[src/rtl/goose_pkg.sv]
// Shared types, geometry defaults and jump trajectory for the goose sprite controller.
package goose_pkg;

  localparam int unsigned Y_W     = 10;
  localparam int unsigned H_W     = 7;
  localparam int unsigned SCORE_W = 14;
  localparam int unsigned IDX_W   = 5;
  localparam int unsigned STEP_W  = 5;
  localparam int unsigned STATE_W = 3;

  localparam int unsigned GROUND_Y_DEF = 380;
  localparam int unsigned STAND_H_DEF  = 80;
  localparam int unsigned JUMP_H_DEF   = 40;
  localparam int unsigned SLIDE_H_DEF  = 60;

  localparam logic [SCORE_W-1:0] SCORE_MAX = 14'd16383;
  localparam logic [IDX_W-1:0]   JUMP_LAST = 5'd30;

  typedef enum logic [STATE_W-1:0] {
    ST_IDLE  = 3'd0,
    ST_RUN   = 3'd1,
    ST_JUMP  = 3'd2,
    ST_SLIDE = 3'd3,
    ST_DEAD  = 3'd4
  } state_e;

  // Per-frame upward displacement; the 31 entries sum to zero so the goose lands on the ground.
  function automatic logic signed [STEP_W-1:0] jump_step(input logic [IDX_W-1:0] idx);
    logic signed [STEP_W-1:0] s;
    s = '0;
    case (idx)
      5'd0:  s = 5'sd15;
      5'd1:  s = 5'sd12;
      5'd2:  s = 5'sd9;
      5'd3:  s = 5'sd7;
      5'd4:  s = 5'sd5;
      5'd5:  s = 5'sd4;
      5'd6:  s = 5'sd3;
      5'd7:  s = 5'sd3;
      5'd8:  s = 5'sd2;
      5'd9:  s = 5'sd2;
      5'd10: s = 5'sd2;
      5'd11: s = 5'sd1;
      5'd12: s = 5'sd1;
      5'd13: s = 5'sd1;
      5'd14: s = 5'sd1;
      5'd15: s = 5'sd0;
      5'd16: s = -5'sd1;
      5'd17: s = -5'sd1;
      5'd18: s = -5'sd1;
      5'd19: s = -5'sd1;
      5'd20: s = -5'sd2;
      5'd21: s = -5'sd2;
      5'd22: s = -5'sd2;
      5'd23: s = -5'sd3;
      5'd24: s = -5'sd3;
      5'd25: s = -5'sd4;
      5'd26: s = -5'sd5;
      5'd27: s = -5'sd7;
      5'd28: s = -5'sd9;
      5'd29: s = -5'sd12;
      5'd30: s = -5'sd15;
      default: s = '0;
    endcase
    return s;
  endfunction

endpackage

[src/rtl/goose_motion_ctrl_btn_sync_edge.sv]
// Two-flop button synchronizer with a registered rising-edge pulse.
module btn_sync_edge
  import goose_pkg::*;
(
  input  logic clk,
  input  logic rst_n,
  input  logic i_btn,
  output logic o_level,
  output logic o_rise
);

  logic r_meta;
  logic r_sync;
  logic r_sync_q;
  logic r_rise;

  // Synchronize the raw button and flag each synchronized 0->1 transition for one cycle.
  always_ff @(posedge clk or negedge rst_n) begin
    if (!rst_n) begin
      r_meta   <= 1'b0;
      r_sync   <= 1'b0;
      r_sync_q <= 1'b0;
      r_rise   <= 1'b0;
    end else begin
      r_meta   <= i_btn;
      r_sync   <= r_meta;
      r_sync_q <= r_sync;
      r_rise   <= r_sync & ~r_sync_q;
    end
  end

  assign o_level = r_sync;
  assign o_rise  = r_rise;

endmodule

[src/rtl/goose_motion_ctrl.sv]
// Frame-rate goose sequencer: game/pose FSM, jump trajectory, collision latch and score.
module goose_motion_ctrl
  import goose_pkg::*;
#(
  parameter int unsigned GROUND_Y = GROUND_Y_DEF,
  parameter int unsigned STAND_H  = STAND_H_DEF,
  parameter int unsigned JUMP_H   = JUMP_H_DEF,
  parameter int unsigned SLIDE_H  = SLIDE_H_DEF
) (
  input  logic               clk,
  input  logic               rst_n,
  input  logic               frame_tick,
  input  logic               btnL,
  input  logic               btnR,
  input  logic               collide,
  output logic [Y_W-1:0]     goose_y,
  output logic [H_W-1:0]     goose_h,
  output logic [STATE_W-1:0] state,
  output logic [SCORE_W-1:0] score,
  output logic               game_over
);

  localparam logic [Y_W-1:0] GROUND = Y_W'(GROUND_Y);
  localparam logic [H_W-1:0] H_STAND = H_W'(STAND_H);
  localparam logic [H_W-1:0] H_JUMP  = H_W'(JUMP_H);
  localparam logic [H_W-1:0] H_SLIDE = H_W'(SLIDE_H);

  state_e             r_state;
  logic [Y_W-1:0]     r_goose_y;
  logic [H_W-1:0]     r_goose_h;
  logic [SCORE_W-1:0] r_score;
  logic               r_game_over;
  logic [IDX_W-1:0]   r_idx;
  logic               r_jump_req;
  logic               r_hit;

  logic               w_jump_rise;
  logic               w_jump_level;
  logic               w_slide;
  logic               w_slide_rise;
  logic               w_unused_ok;
  logic               w_in_play;
  logic               w_hit;
  logic [SCORE_W-1:0] w_score_inc;
  logic signed [STEP_W-1:0] w_step;
  logic [Y_W-1:0]     w_step_ext;

  btn_sync_edge u_jump_btn (
    .clk     (clk),
    .rst_n   (rst_n),
    .i_btn   (btnL),
    .o_level (w_jump_level),
    .o_rise  (w_jump_rise)
  );

  btn_sync_edge u_slide_btn (
    .clk     (clk),
    .rst_n   (rst_n),
    .i_btn   (btnR),
    .o_level (w_slide),
    .o_rise  (w_slide_rise)
  );

  assign w_unused_ok = w_jump_level | w_slide_rise;

  // A collision arriving in the tick cycle itself must still count for that tick.
  assign w_in_play   = (r_state == ST_RUN) || (r_state == ST_JUMP) || (r_state == ST_SLIDE);
  assign w_hit       = r_hit | (collide & w_in_play);
  assign w_score_inc = (r_score == SCORE_MAX) ? r_score : r_score + SCORE_W'(1);
  assign w_step      = jump_step(r_idx);
  assign w_step_ext  = {{(Y_W-STEP_W){w_step[STEP_W-1]}}, w_step};

  // Game/pose FSM with registered sprite geometry, score and request/collision latches.
  always_ff @(posedge clk or negedge rst_n) begin
    if (!rst_n) begin
      r_state     <= ST_IDLE;
      r_goose_y   <= GROUND;
      r_goose_h   <= H_STAND;
      r_score     <= '0;
      r_game_over <= 1'b0;
      r_idx       <= '0;
      r_jump_req  <= 1'b0;
      r_hit       <= 1'b0;
    end else begin
      // Requests are consumed by every tick; presses made while airborne are dropped.
      r_jump_req <= (w_jump_rise & (r_state != ST_JUMP)) | (r_jump_req & ~frame_tick);

      if (w_in_play) begin
        r_hit <= w_hit;
      end else if (r_state == ST_IDLE) begin
        r_hit <= 1'b0;
      end

      if (frame_tick) begin
        case (r_state)
          ST_IDLE: begin
            if (r_jump_req) begin
              r_state <= ST_RUN;
            end
          end
          ST_RUN: begin
            r_score <= w_score_inc;
            if (w_hit) begin
              r_state     <= ST_DEAD;
              r_game_over <= 1'b1;
            end else if (r_jump_req) begin
              r_state   <= ST_JUMP;
              r_idx     <= '0;
              r_goose_h <= H_JUMP;
            end else if (w_slide) begin
              r_state   <= ST_SLIDE;
              r_goose_h <= H_SLIDE;
            end
          end
          ST_JUMP: begin
            r_score <= w_score_inc;
            if (w_hit) begin
              r_state     <= ST_DEAD;
              r_game_over <= 1'b1;
            end else if (r_idx == JUMP_LAST) begin
              r_state   <= ST_RUN;
              r_goose_y <= GROUND;
              r_goose_h <= H_STAND;
              r_idx     <= '0;
            end else begin
              r_goose_y <= r_goose_y - w_step_ext;
              r_idx     <= r_idx + IDX_W'(1);
            end
          end
          ST_SLIDE: begin
            r_score <= w_score_inc;
            if (w_hit) begin
              r_state     <= ST_DEAD;
              r_game_over <= 1'b1;
            end else if (r_jump_req) begin
              r_state   <= ST_JUMP;
              r_idx     <= '0;
              r_goose_h <= H_JUMP;
            end else if (!w_slide) begin
              r_state   <= ST_RUN;
              r_goose_h <= H_STAND;
            end
          end
          ST_DEAD: begin
            if (r_jump_req) begin
              r_state     <= ST_IDLE;
              r_goose_y   <= GROUND;
              r_goose_h   <= H_STAND;
              r_score     <= '0;
              r_game_over <= 1'b0;
              r_idx       <= '0;
              r_hit       <= 1'b0;
            end
          end
          default: begin
            r_state <= ST_IDLE;
          end
        endcase
      end
    end
  end

  assign goose_y   = r_goose_y;
  assign goose_h   = r_goose_h;
  assign state     = r_state;
  assign score     = r_score;
  assign game_over = r_game_over;

endmodule

[config.mk]
export PLATFORM = sky130hd
export DESIGN_NAME = goose_motion_ctrl
export DESIGN_NICKNAME = d
export VERILOG_FILES = /design/src/rtl/goose_pkg.sv /design/src/rtl/goose_motion_ctrl_btn_sync_edge.sv /design/src/rtl/goose_motion_ctrl.sv
export SDC_FILE = /design/constraint.sdc
export NUM_CORES = 1
export LEC_CHECK = 0
export CAP_MARGIN = 0
export CORE_UTILIZATION = 30
export DETAILED_ROUTE_END_ITERATION = 8
export SLEW_MARGIN = 20
export SYNTH_ARGS = -nofsm -noshare
export SYNTH_HDL_FRONTEND = slang
export SYNTH_HIERARCHICAL = 1
export SYNTH_SLANG_ARGS = --single-unit
[constraint.sdc]
create_clock -name clk -period 5.74 [get_ports clk]
set_input_delay 1.722 -clock clk [delete_from_list [all_inputs] [get_ports clk]]
set_output_delay 1.722 -clock clk [all_outputs]
set_load 0.05 [all_outputs]
# Yosys cells after proc, flatten, opt, wreduce, memory -nomap -nowiden
# Memories as Yosys holds them, arrays and structs flattened.
# Index checks and enable logic that the tools add are counted.
[op_classes] addsub=3 eq_ne=21 muxes=41 n_bitwise=8 n_reduce_logical=15
[op_table] cell="two-way mux 7 bit" count=9
[op_table] cell="two-way mux 10 bit" count=3
[op_table] cell="two-way mux 3 bit" count=10
[op_table] cell="two-way mux 14 bit" count=2
[op_table] cell="one-hot mux 14 bit (2 select lines)" count=1
[op_table] cell="one-hot mux 7 bit (4 select lines)" count=1
[op_table] cell="two-way mux 5 bit" count=4
[op_table] cell="one-hot mux 10 bit (2 select lines)" count=1
[op_table] cell="AND reduction 4 bit" count=4
[op_table] cell="one-hot mux 3 bit (5 select lines)" count=1
[op_table] cell="one-hot mux 5 bit (3 select lines)" count=1
[op_table] cell="adder 14 x 1 -> 14 bit, second input constant" count=1
[op_table] cell="equality test 14 bit, second input constant" count=1
[op_table] cell="!= test 2 bit, second input constant" count=7
[op_table] cell="subtractor 10 bit" count=1
[op_table] cell="!= test 3 x 2 -> 1 bit, second input constant" count=3
[op_table] cell="AND reduction 9 bit" count=1
[op_table] cell="two-way mux 1 bit" count=7
[op_table] cell="equality test 3 x 2 -> 1 bit, second input constant" count=2
[op_table] cell="AND reduction 6 bit" count=1
[op_table] cell="adder 5 x 1 -> 5 bit, second input constant" count=1
[op_table] cell="equality test 5 bit, second input constant" count=1
[op_table] cell="AND 1 bit" count=4
[op_table] cell="!= test 2 x 1 -> 1 bit, second input constant" count=2
[op_table] cell="other kinds (15)" count=19
[word_totals] register_bits=48 n_memories=1 rom_bits=160 elab_cells=103
[mem_list] name="(name not given)" depth=32 word_bits=5 read_ports=1 rd_ports_with_merged_regs=0 wr=0 line="goose_pkg.sv:31" source="case (idx)"

# Logic depth before layout (Yosys ltp)
[logic_depth] ltp_word=9 ltp_mapped=13 ltp_nobuf=13

# Modules after synthesis
# Netlist, hierarchy kept.
[modules_own_cells] mod="goose_motion_ctrl" area_each_um2=2816.5 n_inst=1 seq_area_each_um2=985.9 cells_each=314
[modules_own_cells] mod="btn_sync_edge" area_each_um2=113.9 n_inst=2 seq_area_each_um2=100.1 cells_each=5

# Worst setup path before layout
# No wires, ideal clock.
[synth_path] path_kind="in2reg" start="in collide" end="reg r_idx[4]" arrival_time_ns=2.698 setup_ns=0.083 path_stages=5 required_ns=5.657 setup_slack_ns=2.960 path_cell_list="nor4b_2 -> o21a_1 -> nand2_1 -> or3_1 -> o21ai_0"
[synth_between] elab_chain_len=4
[synth_lines] item="start, declared" line="goose_motion_ctrl.sv:15" source="input logic collide,"
[synth_lines] item="AND 1 bit (*)" line="goose_motion_ctrl.sv:68" source="assign w_hit = r_hit | (collide & w_in_play);"
[synth_lines] item="OR 1 bit (*)" line="goose_motion_ctrl.sv:68"
[synth_lines] item="!= test 2 bit (no line)"
[synth_lines] item="AND reduction 4 bit (no line) (*)"
[synth_lines] item="end signal, assigned" line="goose_motion_ctrl.sv:127" source="r_idx <= r_idx + IDX_W'(1);"
[synth_lines] item="end, declared" line="goose_motion_ctrl.sv:33" source="logic [IDX_W-1:0] r_idx;"
# Mark *: on every way between the ends. The rest lies on a longest branch, timed or not.
# A chain may end at the register's enable or synchronous reset.

# Final worst setup path
[layout_path] start="reg r_state[2] (netlist: state[2])" end="out state[2]"
[layout_lines] item="start, declared" line="goose_motion_ctrl.sv:28" source="state_e r_state;"
[layout_lines] item="start signal, assigned" line="goose_motion_ctrl.sv:76" source="r_state <= ST_IDLE;"
[layout_lines] item="start signal, assigned" line="goose_motion_ctrl.sv:98" source="r_state <= ST_RUN;"
[layout_lines] item="start signal, assigned" line="goose_motion_ctrl.sv:104" source="r_state <= ST_DEAD;"
[layout_lines] item="end, declared" line="goose_motion_ctrl.sv:18" source="output logic [STATE_W-1:0] state,"
# No word-level cell between the ends.

==> metrics.md <==
| Metric | Value |
|---|---|
| Hold Path Depth | 0 |
| Worst Hold Launch | u_slide_btn/r_meta$_DFF_PN0_ |
| First-pass GRT wire length | 11,400 µm |
| CP endpoint kind | output pin |
| Die span in x | 102 µm |
| PwrDens | 573 mW/mm² |
| Final setup vio count | 0 |
| Max Freq | 271 MHz |
| Antenna cells | 0 |
| CP Cell Sequence | clkdlybuf4s50_1 |
| CP Data Arrival Time | 1.97 ns |
| Crit path buffers/inverters | 1 |
| Antenna viol nets, final | 0 |
| Router iterations before antenna repair | 4 |
| Metal3 WL | 233 µm |
| Layout cells sized above 1 | 10.8% |
| WHS | 0.358 ns |
| Psw | 985 µW |
| Worst-Margin Slew | 0.857 ns |
| DPL Wire Length | 4900 µm |
| RSZ-0062 raised after global routing | no |
| Top Metal Used | met4 |
| Fin Setup TNS | 0 ns |
| Peak VDD IR | 0.171 mV |
| Clk Tree Root Cell | clkbuf_8 |
| Reg-to-reg endpoint | goose_y[6]$_DFFE_PN1P_ |
| Outcome | finished, final reports clean |
| Total number of vias | 2,434 |
| Post-CTS Hold Buffers | 0 |
| Hold endpoint | u_slide_btn/o_level$_DFF_PN0_ |
| Final WL | 6760 µm |
| GRT Util Overall | 14.0% |
| Core Area | 0.00968 mm² |
| Core Util, Final | 36.6% |
| Leak Pwr | 1.41 nW |
| Number of global-route vias before repair | 2,406 |
| Synth warnings | 6 |
| Nets | 376 |
| Iteration-0 DRC Markers | 62 |
| Critical path type | reg -> out |
| Vias/cell | 5.02 |
| Initial antenna violation count | 0 |
| Setup crit start kind | flip-flop |
| FF-to-FF setup slack | 2.82 ns |
| Initial core utilization | 30.8% |
| DRC errors left | 0 |
| Sink Count | 45 |
| WL met2 | 3340 µm |
| Ports | 41 |
| Worst Hold Class | reg -> reg |
| DR WL/cell | 13.9 µm |
| Slowest stage delay, CP | 0.92 ns |
| Synthesized instance count | 321 |
| Pin count of the biggest net entering global routing | 46 |
| Pint | 1.05 mW |
| Rel. slew slack | 42.7% |
| Worst Reg-to-Reg Cells | 11 |
| Rows | 36 |
| Die Ht | 102 µm |
| Total of max-cap violations | 0 |
| Clock power share | 12.6% |
| Tmin final | 3.69 ns |
| Max Fanout on Critical Path | 19 |
| Worst skew pair latency | 0.30 ns |
| Post-Syn Area per Cell | 9.28 µm² |
| CTS tree | built |
| Syn Std Cell Area | 0.00298 mm² |
| Switching fraction of total power | 48.5% |
| Area Growth Syn to Fin | 18.9% |
| GPL Wtd Cong | 0.763 |
| Slowest cell on the critical path | clkdlybuf4s50_1 |
| Setup Skew | 0.00565 ns |
| Fin. max-slew vios | 0 |
| Htree depth | 2 |
| Clock transition at path regs | 0.10 ns |
| Total gr overflow | 0 |
| Die Area | 0.0103 mm² |
| Tcrit/Tclk final | 64.3% |
| CP top delay family | buffers and inverters |
| TritonCTS buffer count | 5 |
| Postcts setup bufs | 0 |
| Worst EP required | 4.02 ns |
| Worst r2r src | r_idx[1]$_DFFE_PN0P_ |
| CTS resizes | 0 |
| Comb pwr share | 59.5% |
| Final hold viol count | 0 |
| PortBufs | 38 |
| M1 wire length | 3150 µm |
| Sequential power share | 27.9% |
| Maximum clock path buffer count | 2 |
-- stage by stage --
step / power (mW) / area (µm²) / cells / worst slack, ns
after floorplan: 1.48 / 2980 / 322 / 2.96
after global placement: 1.77 / 3420 / 477 / 1.99
after detailed placement: 1.78 / 3420 / 477 / 1.92
after CTS: 2.04 / 3540 / 485 / 2.04
after global routing: 2.19 / 3540 / 485 / 1.95
final: 2.03 / 3540 / 485 / 2.05
-- per-layer routing --
metal / up-vias / track usage [%]
li1: 1212 / -
met1: 1172 / 17.7
met2: 46 / 24.1
met3: 4 / 3.80
met4: 0 / 2.79
met5: - / 0
-- power groups by stage --
stage | sequential [mW] | clock [mW] | combinational, mW
after floorplan | 0.742 | 0 | 0.736
after global placement | 0.574 | 0 | 1.19
after detailed placement | 0.573 | 0 | 1.21
after CTS | 0.568 | 0.264 | 1.21
after global routing | 0.589 | 0.278 | 1.32
final | 0.567 | 0.256 | 1.21
-- worst max path at each step --
stage,slack [ns],cells after the start,from,to
2_1_floorplan,2.96,5,collide,r_idx[4]$_DFFE_PN0P_
3_3_place_gp,1.99,6,frame_tick,r_idx[4]$_DFFE_PN0P_
3_5_place_dp,1.92,6,collide,r_idx[4]$_DFFE_PN0P_
4_1_cts,2.04,1,state[2]$_DFFE_PN0P_,state[2]
5_1_grt,1.95,1,state[2]$_DFFE_PN0P_,state[2]
6_report,2.05,1,state[2]$_DFFE_PN0P_,state[2]
-- placed cells by master, fill, tap and decap left out, drive strengths merged, types with 2 or more instances in the layout --
cell type      instances
and3                   3
mux2                   2
and4                   2
inv                   18
o2111ai                2
clkdlybuf4s50         37
nand2                 29
conb                   2
o21ai                 27
or2                    2
nor3                  14
a21o                   2
mux2i                  3
dfstp                  8
nor2                  21
nand3                 12
nor3b                  3
nand4                  3
clkbuf                 5
or3                    8
ha                    18
o31a                   2
o21a                   9
a21oi                 18
o22a                   5
xnor2                 11
dfrtp                 37
xor2                   3
o211ai                 5
nor2b                  9
and2                   2
a211oi                 6
a31oi                  2
-- layout make-up --
cell class / instances / area, µm²
Fill cell: 991 / 6140
Multi-Input combinational cell: 245 / 1690
Sequential cell: 45 / 1140
Timing Repair Buffer: 38 / 378
Tap cell: 133 / 166
Clock buffer: 5 / 68.8
Inverter: 16 / 60.1
Clock inverter: 3 / 47.5
-- sequential cells by signal (all words and copies together), names as in the netlist --
name                 flops
u_jump_btn/r_meta        1
game_over                1
state                    3
u_jump_btn/r_sync_q      1
u_slide_btn/r_meta       1
u_slide_btn/o_level      1
r_idx                    5
goose_y                 10
u_jump_btn/o_level       1
score                   14
u_jump_btn/o_rise        1
r_hit                    1
r_jump_req               1
goose_h                  4
(Power assumes the default switching activity.)
